===== src/rtl/sevenseg_scan_ctrl.sv =====
// sevenseg_scan_ctrl: multiplexed common-anode seven-segment scanner with dead-time and frame-aligned updates.
// Optional leading-zero blanking when SEVENSEG_LZB_EN is defined.
module sevenseg_scan_ctrl #(
    parameter int NDIG     = 4,
    parameter int PRESCALE = 1200,
    parameter int DEAD     = 16
) (
    input  logic              clk,
    input  logic              rst,
    input  logic              en,
    input  logic              upd_valid,
    output logic              upd_ready,
    input  logic [4*NDIG-1:0] upd_data,
    output logic              a,
    output logic              b,
    output logic              c,
    output logic              d,
    output logic              e,
    output logic              f,
    output logic              g,
    output logic [NDIG-1:0]   dig_n,
    output logic              frame_start
);
    localparam int TW = (PRESCALE > 1) ? $clog2(PRESCALE) : 1;
    localparam int DW = (NDIG > 1) ? $clog2(NDIG) : 1;

    typedef enum logic {BLANK, SHOW} slot_state_t;

    function automatic logic [6:0] decode(input logic [3:0] v);
        case (v)
            4'h0: decode = 7'b0000001;
            4'h1: decode = 7'b1001111;
            4'h2: decode = 7'b0010010;
            4'h3: decode = 7'b0000110;
            4'h4: decode = 7'b1001100;
            4'h5: decode = 7'b0100100;
            4'h6: decode = 7'b0100000;
            4'h7: decode = 7'b0001111;
            4'h8: decode = 7'b0000000;
            4'h9: decode = 7'b0000100;
            4'hA: decode = 7'b0001000;
            4'hB: decode = 7'b1100000;
            4'hC: decode = 7'b0110001;
            4'hD: decode = 7'b1000010;
            4'hE: decode = 7'b0110000;
            default: decode = 7'b0111000;
        endcase
    endfunction

    logic [TW-1:0]     tick_q, tick_d;
    logic [DW-1:0]     dig_q, dig_d;
    logic [4*NDIG-1:0] active_q, active_d, pending_q, pending_d;
    logic              pend_q, pend_d;
    logic [6:0]        seg_q, seg_d;
    logic [NDIG-1:0]   dig_n_q, dig_n_d;
    logic              fs_q, fs_d;
    logic              wrap_tick, wrap_dig, accept, apply, hidden, zero_above;
    slot_state_t       slot_state;

    always_comb begin
        wrap_tick  = tick_q == TW'(PRESCALE - 1);
        wrap_dig   = dig_q == DW'(NDIG - 1);
        tick_d     = (!en || wrap_tick) ? '0 : tick_q + TW'(1);
        dig_d      = !en ? '0 : wrap_tick ? (wrap_dig ? '0 : dig_q + DW'(1)) : dig_q;
        accept     = upd_valid && !pend_q;
        // with the scan stopped there is no frame to protect, so apply at once
        apply      = pend_q && (!en || (wrap_tick && wrap_dig));
        pending_d  = accept ? upd_data : pending_q;
        pend_d     = accept ? 1'b1 : apply ? 1'b0 : pend_q;
        active_d   = apply ? pending_q : active_q;
        slot_state = (en && tick_q >= TW'(DEAD)) ? SHOW : BLANK;
        hidden     = 1'b0;
        zero_above = 1'b1;
`ifdef SEVENSEG_LZB_EN
        for (int i = NDIG - 1; i >= 1; i--) begin
            zero_above = zero_above && (active_q[4*i +: 4] == 4'h0);
            if (dig_q == DW'(i)) hidden = zero_above;
        end
`endif
        seg_d   = (slot_state == SHOW) ? decode(active_q[{dig_q, 2'b00} +: 4]) : 7'h7F;
        dig_n_d = (slot_state == SHOW && !hidden) ? ~(NDIG'(1) << dig_q) : '1;
        fs_d    = en && tick_q == '0 && dig_q == '0;
    end

    always_ff @(posedge clk) begin
        if (rst) begin
            tick_q    <= '0;
            dig_q     <= '0;
            active_q  <= '0;
            pending_q <= '0;
            pend_q    <= 1'b0;
            seg_q     <= 7'h7F;
            dig_n_q   <= '1;
            fs_q      <= 1'b0;
        end else begin
            tick_q    <= tick_d;
            dig_q     <= dig_d;
            active_q  <= active_d;
            pending_q <= pending_d;
            pend_q    <= pend_d;
            seg_q     <= seg_d;
            dig_n_q   <= dig_n_d;
            fs_q      <= fs_d;
        end
    end

    assign {a, b, c, d, e, f, g} = seg_q;
    assign dig_n       = dig_n_q;
    assign frame_start = fs_q;
    assign upd_ready   = !pend_q;
endmodule


===== config.mk =====
export PLATFORM = sky130hd
export DESIGN_NAME = sevenseg_scan_ctrl
export DESIGN_NICKNAME = d
export VERILOG_FILES = /design/src/rtl/sevenseg_scan_ctrl.sv
export SDC_FILE = /design/constraint.sdc
export NUM_CORES = 1
export LEC_CHECK = 0
export ABC_CLOCK_PERIOD_IN_PS = 3620
export CAP_MARGIN = 10
export CORE_MARGIN = 2
export CORE_UTILIZATION = 50
export CTS_BUF_LIST = sky130_fd_sc_hd__clkbuf_8 sky130_fd_sc_hd__clkbuf_16
export DETAILED_ROUTE_END_ITERATION = 10
export HOLD_SLACK_MARGIN = 0.02
export PLACE_DENSITY = 0.75
export SETUP_SLACK_MARGIN = 0.1
export SYNTH_ARGS = -nofsm -noshare
export SYNTH_HDL_FRONTEND = slang
export SYNTH_SLANG_ARGS = --single-unit

===== constraint.sdc =====
create_clock -name clk -period 3.62 [get_ports clk]
set_input_delay 0.905 -clock clk [delete_from_list [all_inputs] [get_ports clk]]
set_output_delay 0.905 -clock clk [all_outputs]
set_load 0.02 [all_outputs]

==> metrics <==
share of cells above drive strength 1=9.90%; DRC viols=0; yosys warns=0; routed length per instance=11.5 um; Post-CTS Setup Bufs=0; Post-Syn Nets=298; hold buffer count at cts=0; EDFF count, synth=0; synthesis-stage register bit count=58; Core Region=0.00475 sq mm; Synth area leader=dfxtp_1; Die X=74.2 um; Mapped Area=0.00247 sq mm; slew margin rel.=53.6%; outcome=completed; crit path DAT=between 1000 and 1500 ps; CP startpoint=pend_q$_SDFFE_PP0P_; GRT met3 Usage=roughly 4.5%; clock tree buffer depth=2; required time worst endpoint=2710 ps; Worst Setup End Kind=output pin; Slew @ Worst Pin=about 690 ps; CTS buffer count=9; Netlist cell types=38; GR Util met2=28.2%; fmax=440 MHz; port bufs=32; vias in the first global route=~1,600; htree depth=3; Tcrit/Tclk final=62.8%; Routed WL=4.26 mm; Initial Util=51.9%; Post-synth top cells=dfxtp_1, nand2_1, nor2_1, mux2i_1, a21oi_1; Mean Syn Cell Area=9.27 sq um; Power Density=445 mW/mm^2; post-synth top area share=47.1%; Async SR Flop Fraction=0%; number of top-level pins=33; Max Cap Viol=0; Worst-Skew Late Latency=340 ps; Max rail drop VDD=0.308 mV; Post-Route Skew=7.11 ps; first-pass GRT wire length=7.46 mm; Antenna diodes=0; Setup WS post-layout=1350 ps; top-count cell post-synth=dfxtp_1; # rows=25; DP Area=0.00284 sq mm; fillcell total=417; P&R area growth vs syn=23.3%; Sink Count=slightly below 60; hold crit path type=reg -> reg; design area=0.00304 sq mm; CTS tree=done; initial antenna violation count=0; worst r2r src=dig_q[0]$_SDFFE_PP0N_; sequential fraction of the synthesis area=approximately 47%; crit path kind=reg -> out; largest net degree at the start of global routing=34; final hold vios=0; Place WS=1110 ps; Initial DRC Count=49; startpoint types=flip-flop; Fin Setup TNS=0 ps; via count=1,818; die area=0.00551 sq mm; nets=330; ANT nets after route=0; final core occ=64.0%; met1 usage=a little under a quarter; Worst-path clk slew=60 ps; Hold Crit Start=pending_q[5]$_SDFFE_PP0P_; Leak=1.15 nW; Synth Instances=around 270; PostCTS Resize Cnt=0; grt total ovfl=0; Die Height=74.2 um; total track usage=18.1%; Post-DP HPWL=2.88 mm; Pre-antenna DRT Iters=4; GP Congestion=approximately 0.78; root buf cell=clkbuf_8; Synth Flop Type=dfxtp_1; critical path peak fanout=5; Top Usage Layer GRT=met2; final setup fails=0; Area contributors post-synth=dfxtp_1, nand2_1, mux2i_1; Final Slew Violations=0; fin crit period=2270 ps; RSZ-0062 raised after global routing=no; Design Power=about 0.0014 W; Via density=4.91
metal layers:
metal  vias to the layer above  part of all wire, %  routed length (um)
met2                        31                   45                1940
met3                        13                  2.8                 119
li1                        949                    -                   -
met1                       825                   49                2090
met4                         0                  2.7                 114
met5                         -                    0                   0
area by class of cell:
| type | count | area [sq um] | share of cell area [%] |
|---|---|---|---|
| clock buffers | 11 | 151 | 4.98 |
| multi-input cells | 183 | 1210 | 39.7 |
| inverters | 11 | 41.3 | 1.36 |
| flip-flops and latches | 58 | 1160 | 38.2 |
| well taps | 67 | 83.8 | 2.76 |
| clock inverters | 5 | 52.6 | 1.73 |
| repair buffers | 35 | 343 | 11.3 |
layout by cell type, fill, tap and decap left out, types with 2 or more instances in the layout:
cell              n
dfxtp_1          58
nand2_1          48
nor2_1           32
clkdlybuf4s50_1  32
mux2i_1          17
a21oi_1          16
ha_1             12
inv_1            11
clkbuf_8         11
nand3_1           7
xnor2_1           6
mux4_2            4
xor2_1            4
o211ai_1          4
nor3_1            4
nor2b_1           3
clkinv_2          3
buf_4             3
or4_4             2
nand2b_1          2
nor3b_1           2
mux2_2            2
nand3b_1          2
o21a_1            2
nor4_1            2
metrics by stage:
stage                     cells  hold slack [ps]
after detailed placement    354              450
after global routing        370              479
final                       370              455
after CTS                   370              459
after global placement      354              444
after floorplan             266              436
power breakdown:
part	internal, W	switching, W
clock network	0.000351	0.000252
registers	0.000654	0.00000920
logic	0.0000433	0.0000416
critical path: stages, from the launching register on:
cell and delay (ps):
dfxtp_1 350, inv_1 80, clkdlybuf4s50_1 600
path summary, 6_finish.rpt:
| check | end | slack [ps] | cells past startpoint |
|---|---|---|---|
| max | upd_ready | 1350 | 2 |
| min | pending_q[5]$_SDFFE_PP0P_ | 460 | 2 |
| max reg2reg | seg_q[3]$_SDFF_PP1_ | 1460 | 5 |
| min reg2reg | pending_q[5]$_SDFFE_PP0P_ | 460 | 2 |
sequential cells by signal, summed over array words and instances (netlist names):
signal       count
frame_start      1
seg_q            7
active_q        16
pend_q           1
dig_n            4
tick_q          11
pending_q       16
dig_q            2
cell families (layout without fill, tap and decap cells):
logic type | Yosys count | in the layout | share of synthesized area, %
flops | 58 | 58 | 47.1
compound gates | 28 | 28 | 7.31
buf+inv | 25 | 62 | 4.36
simple gates | 110 | 110 | 20.1
xor+xnor | 10 | 10 | 3.55
fa+ha+maj | 12 | 12 | 6.09
mux | 23 | 23 | 11.5
Power figures use the tool's default switching activity.
